===== config.mk =====
export PLATFORM = sky130hd
export DESIGN_NAME = instr_prefetch_queue_flat
export DESIGN_NICKNAME = d
export VERILOG_FILES = /design/src/rtl/instr_prefetch_queue_if.sv /design/src/rtl/instr_prefetch_queue.sv /design/src/flat_wrapper.sv
export SDC_FILE = /design/constraint.sdc
export NUM_CORES = 1
export LEC_CHECK = 0
export ABC_AREA = 1
export BUFFER_PORTS_ARGS = -buffer_cell sky130_fd_sc_hd__buf_2
export CAP_MARGIN = 40
export CORE_ASPECT_RATIO = 1.25
export CORE_MARGIN = 1.5
export CORE_UTILIZATION = 50
export CTS_BUF_LIST = sky130_fd_sc_hd__clkbuf_16
export CTS_CLUSTER_SIZE = 40
export DETAILED_ROUTE_END_ITERATION = 6
export GPL_TIMING_DRIVEN = 0
export PLACE_DENSITY_LB_ADDON = 0.12
export SLEW_MARGIN = 25
export SYNTH_ARGS = -nofsm -noshare
export SYNTH_HDL_FRONTEND = slang
export SYNTH_SLANG_ARGS = --single-unit

===== constraint.sdc =====
create_clock -name clk -period 10.3 [get_ports clk]
set_input_delay 0.515 -clock clk [delete_from_list [all_inputs] [get_ports clk]]
set_output_delay 0.515 -clock clk [all_outputs]
set_load 0.02 [all_outputs]

===== src/rtl/instr_prefetch_queue_if.sv =====
// Bus bundle between the instruction prefetch queue, the instruction ROM and
// the LEGv8 multicycle control unit. The master modport belongs to the queue
// and the slave modport to its environment. Defining PREFETCH_STATS_EN adds
// the flush_cnt and starve_cnt statistics outputs.
interface instr_prefetch_queue_if #(
    parameter int DEPTH  = 4,
    parameter int ADDR_W = 32
);
    logic                     rom_req;
    logic [ADDR_W-1:0]        rom_addr;
    logic [31:0]              rom_data;
    logic                     fetch;
    logic                     redirect;
    logic [ADDR_W-1:0]        redirect_pc;
    logic [31:0]              instr;
    logic [ADDR_W-1:0]        instr_pc;
    logic                     instr_valid;
    logic [$clog2(DEPTH):0]   count;
`ifdef PREFETCH_STATS_EN
    logic [15:0]              flush_cnt;
    logic [15:0]              starve_cnt;

    modport master (
        output rom_req, rom_addr, instr, instr_pc, instr_valid, count,
        output flush_cnt, starve_cnt,
        input  rom_data, fetch, redirect, redirect_pc
    );
    modport slave (
        input  rom_req, rom_addr, instr, instr_pc, instr_valid, count,
        input  flush_cnt, starve_cnt,
        output rom_data, fetch, redirect, redirect_pc
    );
`else
    modport master (
        output rom_req, rom_addr, instr, instr_pc, instr_valid, count,
        input  rom_data, fetch, redirect, redirect_pc
    );
    modport slave (
        input  rom_req, rom_addr, instr, instr_pc, instr_valid, count,
        output rom_data, fetch, redirect, redirect_pc
    );
`endif
endinterface


===== src/rtl/instr_prefetch_queue.sv =====
// Instruction prefetch queue feeding the LEGv8 multicycle control unit.
// Owns the fetch PC, issues sequential word reads to a synchronous ROM,
// tracks requests in flight through a ROM_LATENCY-deep pipe and buffers
// returned instructions in a DEPTH-entry FIFO. A redirect flushes the queue
// and every in-flight request. Optional feature macro: PREFETCH_STATS_EN
// (flush and starvation counters).
module instr_prefetch_queue #(
    parameter int DEPTH       = 4,
    parameter int ROM_LATENCY = 1,
    parameter int ADDR_W      = 32
) (
    input  logic                   clk,
    input  logic                   reset,
    instr_prefetch_queue_if.master bus
);
    localparam int PW = $clog2(DEPTH);
    localparam int CW = PW + 1;

    logic [ADDR_W-1:0] fetch_pc;
    logic [31:0]       mem_instr [DEPTH];
    logic [ADDR_W-1:0] mem_pc    [DEPTH];
    logic [PW-1:0]     rd_ptr;
    logic [PW-1:0]     wr_ptr;
    logic [CW-1:0]     count_q;
    logic              pipe_vld  [ROM_LATENCY];
    logic [ADDR_W-1:0] pipe_pc   [ROM_LATENCY];
    logic              issue;
    logic              push;
    logic              pop;
    int                inflight;
    logic              unused_pc_bits;

    // Credit check: a request may only go out if the queue can hold every
    // outstanding response; the pop of this cycle is deliberately not counted.
    always_comb begin
        inflight = 0;
        for (int i = 0; i < ROM_LATENCY; i++) begin
            inflight = inflight + (pipe_vld[i] ? 1 : 0);
        end
        issue = !reset && !bus.redirect && ((int'(count_q) + inflight) < DEPTH);
        push  = pipe_vld[ROM_LATENCY-1] && !bus.redirect;
        pop   = bus.fetch && (count_q != '0) && !bus.redirect;
    end

    assign bus.rom_req     = issue;
    assign bus.rom_addr    = fetch_pc;
    assign bus.instr_valid = (count_q != '0);
    assign bus.instr       = (count_q != '0) ? mem_instr[rd_ptr] : 32'h0;
    assign bus.instr_pc    = (count_q != '0) ? mem_pc[rd_ptr] : '0;
    assign bus.count       = count_q;
    assign unused_pc_bits  = ^bus.redirect_pc[1:0];

    // Fetch PC and in-flight pipe; a redirect restarts the PC and kills responses.
    always_ff @(posedge clk) begin
        if (reset) begin
            fetch_pc <= '0;
            for (int i = 0; i < ROM_LATENCY; i++) begin
                pipe_vld[i] <= 1'b0;
                pipe_pc[i]  <= '0;
            end
        end else if (bus.redirect) begin
            fetch_pc <= {bus.redirect_pc[ADDR_W-1:2], 2'b00};
            for (int i = 0; i < ROM_LATENCY; i++) begin
                pipe_vld[i] <= 1'b0;
            end
        end else begin
            if (issue) begin
                fetch_pc <= fetch_pc + ADDR_W'(4);
            end
            pipe_vld[0] <= issue;
            pipe_pc[0]  <= fetch_pc;
            for (int i = 1; i < ROM_LATENCY; i++) begin
                pipe_vld[i] <= pipe_vld[i-1];
                pipe_pc[i]  <= pipe_pc[i-1];
            end
        end
    end

    // Queue pointers and occupancy; a matured response lands at the tail.
    always_ff @(posedge clk) begin
        if (reset || bus.redirect) begin
            rd_ptr  <= '0;
            wr_ptr  <= '0;
            count_q <= '0;
        end else begin
            if (push) begin
                wr_ptr <= wr_ptr + 1'b1;
            end
            if (pop) begin
                rd_ptr <= rd_ptr + 1'b1;
            end
            case ({push, pop})
                2'b10:   count_q <= count_q + 1'b1;
                2'b01:   count_q <= count_q - 1'b1;
                default: count_q <= count_q;
            endcase
        end
    end

    // Queue storage; contents are only observable through a valid head entry.
    always_ff @(posedge clk) begin
        if (!reset && push) begin
            mem_instr[wr_ptr] <= bus.rom_data;
            mem_pc[wr_ptr]    <= pipe_pc[ROM_LATENCY-1];
        end
    end

`ifdef PREFETCH_STATS_EN
    logic [15:0] flush_q;
    logic [15:0] starve_q;

    // Saturating counters of redirects and of fetches that found no instruction.
    always_ff @(posedge clk) begin
        if (reset) begin
            flush_q  <= '0;
            starve_q <= '0;
        end else begin
            if (bus.redirect && (flush_q != 16'hFFFF)) begin
                flush_q <= flush_q + 1'b1;
            end
            if (bus.fetch && (count_q == '0) && (starve_q != 16'hFFFF)) begin
                starve_q <= starve_q + 1'b1;
            end
        end
    end

    assign bus.flush_cnt  = flush_q;
    assign bus.starve_cnt = starve_q;
`endif
endmodule


===== src/flat_wrapper.sv =====
// flat-port wrapper written by rule: the top's interface ports become plain ports
module instr_prefetch_queue_flat 
#(
    parameter int DEPTH       = 4,
    parameter int ROM_LATENCY = 1,
    parameter int ADDR_W      = 32
)
  (clk, reset, bus_rom_req, bus_rom_addr, bus_instr, bus_instr_pc, bus_instr_valid, bus_count, bus_rom_data, bus_fetch, bus_redirect, bus_redirect_pc);
  instr_prefetch_queue_if #(.DEPTH(DEPTH), .ADDR_W(ADDR_W)) bus_i ();
  input  logic clk;
  input  logic reset;
  output wire logic [$bits(bus_i.rom_req)-1:0] bus_rom_req;
  output wire logic [$bits(bus_i.rom_addr)-1:0] bus_rom_addr;
  output wire logic [$bits(bus_i.instr)-1:0] bus_instr;
  output wire logic [$bits(bus_i.instr_pc)-1:0] bus_instr_pc;
  output wire logic [$bits(bus_i.instr_valid)-1:0] bus_instr_valid;
  output wire logic [$bits(bus_i.count)-1:0] bus_count;
  input wire logic [$bits(bus_i.rom_data)-1:0] bus_rom_data;
  input wire logic [$bits(bus_i.fetch)-1:0] bus_fetch;
  input wire logic [$bits(bus_i.redirect)-1:0] bus_redirect;
  input wire logic [$bits(bus_i.redirect_pc)-1:0] bus_redirect_pc;
  assign bus_rom_req = bus_i.rom_req;
  assign bus_rom_addr = bus_i.rom_addr;
  assign bus_instr = bus_i.instr;
  assign bus_instr_pc = bus_i.instr_pc;
  assign bus_instr_valid = bus_i.instr_valid;
  assign bus_count = bus_i.count;
  assign bus_i.rom_data = bus_rom_data;
  assign bus_i.fetch = bus_fetch;
  assign bus_i.redirect = bus_redirect;
  assign bus_i.redirect_pc = bus_redirect_pc;
  instr_prefetch_queue #(.DEPTH(DEPTH), .ROM_LATENCY(ROM_LATENCY), .ADDR_W(ADDR_W)) u_core (.clk(clk), .reset(reset), .bus(bus_i));
endmodule

==> out/results.ini <==
[outcome]
status = complete, no violations

[final_layout]
drive_gt1_share_pct = 19.7
fillCellCount = 2137
stdcell_count = 1807
fin_nets = 1518
post-route-util_pct = 60.9
area_growth_pct = 19.4

[floorplan]
dieArea_um2 = 27700
core_region_area_um2 = 26200
start_util_pct = 51.0
rows = 66
die_h_um = 186
ios = 169
fp.dieW_um = 149

[logic_synthesis]
yosysMostFrequentCell = nor2_1
synth_area_um2 = 13400
synth_top_area_share_pct = 62.7
ys_types = 38
ys_top_cells_by_count = nor2_1, edfxtp_1, o21ai_0
synth_ff_type = edfxtp_1
ys_seq_area_share_pct = 68.5
ys_ff_latch = 318
postSynth.asyncResetShare_pct = 0
synthCells = 1236
synth_enable_flop_cells = 279
yosys_warnings = 0
yosys.area.top_type = edfxtp_1
synthTopCellsByArea = edfxtp_1, nor2_1, dfxtp_1
syn_area_per_cell_um2 = 10.8

[hold_path]
hp-class = primary input to flip-flop
hold_end = u_core.mem_instr[0][24]
hp-start = bus_rom_data[24]
hold_depth = 1

[critical_path]
r2r.worst_path.cells = 5
crit_family = buffers and inverters
r2r_end = u_core.mem_instr[3][5]
critPathBufInv = 5
start_kind = flip-flop
crit_arrival_ns = 2.58
r2r_slack_ns = 8.13
cp_cell_sequence = buf_2 > inv_2 > buf_2 > clkbuf_1 > o21ai_0 > a21oi_1 > buf_2
critPathMaxStageDelay_ns = 0.46
cp_max_fo = 10
critical_path_class = flip-flop to primary output
crit_top_cell = buf_2
required_ns = 9.79
r2r_start = u_core.pipe_vld[0]
end_kind = primary output
cpMaxStageDelayCell = clkbuf_1

[sta]
setup_tns_ns = 0
fin_crit_ns = 3.09
fmax_ghz = 0.323
fin_crit_sh_pct = 30.0
setup_viol = 0
layout_setup_ws_ns = 7.21
timing.final.max_slew_violations = 0
hold_viol_final = 0
rsz0062_at_grt = no
finClkSkew_ns = 0.0106
max_slew_margin_pct = 52.9
tightest_slew_ns = 0.705

[clock_network]
clkLatencyLatePin_ns = 0.55
clockRootBuffer = clkbuf_16
post_cts_resized = 0
cts_buffers = 30
clkSinkCount = 318
post_cts_buffers = 0
cts_hold_buffers = 0
cts.reportedPaths.clkPinSlew_ns = 0.06
cts_max_path_buffers = 3
cts_tree = built
htreeDepth = 1

[global_route]
antenna_found_initial = 0
grt_pass1_vias = 9312
grt_pass1_wl_mm = 49.0
grt_max_degree = 31
grt_use_total_pct = 23.0
grt_remaining_overflow = 0

[job]
drv_cap = 0

[detailed_routing]
vias = 9498
routed_wl_mm = 31.7
vias_per_cell = 5.26
ant_nets = 0
wl_per_cell_um = 17.5
dr.pass1.iters = 5
drc = 0
drt_iter0_drc = 556

[power_and_ir_drop]
seqPwrFrac_pct = 53.3
internal_power_w = 0.00212
switching_share_pct = 22.0
power.density_nw_per_um2 = 171
p_sw_w = 0.000599
combPwrFrac_pct = 5.8
clockPowerShare_pct = 40.9
peakVddDrop_mv = 0.118
p_leak_nw = 6.04

[placement]
dp_hpwl_mm = 21.4
dp_slack_ns = 7.64
placed_cells = 1751
globalplace.congestion = 0.968
io_buffers = 160

layer usage:
layer / up-vias / routed length [um] / track usage [%]
li1: 4624 / - / -
met1: 4500 / 12800 / 29.0
met2: 318 / 16000 / 41.0
met3: 56 / 1980 / 3.09
met4: 0 / 856 / 7.01
met5: - / 0 / 0
flip-flops by register name, summed over array words and instances (netlist names), named ones only:
signal	count
u_core.bus.count	3
u_core.bus.rom_addr	30
u_core.mem_instr	128
u_core.mem_pc	120
u_core.pipe_pc	30
u_core.pipe_vld	1
u_core.rd_ptr	2
u_core.wr_ptr	2
per-stage QoR:
stage	hold slack (ns)	power, W	cell area [um^2]
global placement	0.455	0.00163	14600
global route	0.166	0.00281	15900
detailed placement	0.472	0.00164	14900
CTS	0.158	0.00274	15900
finish	0.181	0.00272	15900
floorplan	0.441	0.00156	13400
final cells by class:
cell class,count,area (um^2),area share (%)
plain buffers,65,310,1.95
inverters,80,300,1.88
clock inverters,24,223,1.40
clock buffers,31,776,4.86
flip-flops and latches,318,9160,57.4
diodes,1,2.50,0.0157
repair buffers,172,1120,7.00
multi-input cells,776,3640,22.8
well taps,340,425,2.67
cell usage in the layout (no fill, tap or decap), drive strengths merged, types with 2 or more instances in the layout:
cell        n
o22ai       2
dfxtp      39
inv        86
nand4       2
bufinv      4
clkinvlp    3
nor2      327
conb        5
nand2     121
edfxtp    279
a31oi       3
clkbuf     65
xor2        4
clkinv     11
ha          6
a21oi      92
nand3      43
nor3        2
buf       203
o21ai     163
how the worst max path moves through the flow:
stage | end | slack [ns] | cells past startpoint
2_1_floorplan | u_core.mem_instr[0][0] | 6.27 | 4
3_3_place_gp | u_core.mem_instr[1][7] | 4.02 | 4
3_5_place_dp | u_core.mem_instr[3][7] | 7.64 | 7
4_1_cts | bus_instr_pc[12] | 7.18 | 7
5_1_grt | bus_instr_pc[22] | 7.05 | 7
6_report | bus_instr_pc[24] | 7.21 | 7
power by group through the flow:
stage / Clock (W) / Sequential, W / Combinational, W
after floorplan: 0 / 0.00148 / 0.0000836
after global placement: 0 / 0.00148 / 0.000151
after detailed placement: 0 / 0.00148 / 0.000158
after CTS: 0.00113 / 0.00145 / 0.000159
after global routing: 0.00119 / 0.00145 / 0.000173
final: 0.00111 / 0.00145 / 0.000158
cell families after synthesis:
group	synth area share, %
simple gates	15.8
flops	68.5
compound gates	9.98
buf+inv	4.57
fa+ha+maj	0.712
xor+xnor	0.328
other cells	0.0562
No activity file was read; power rests on OpenSTA's default activity.
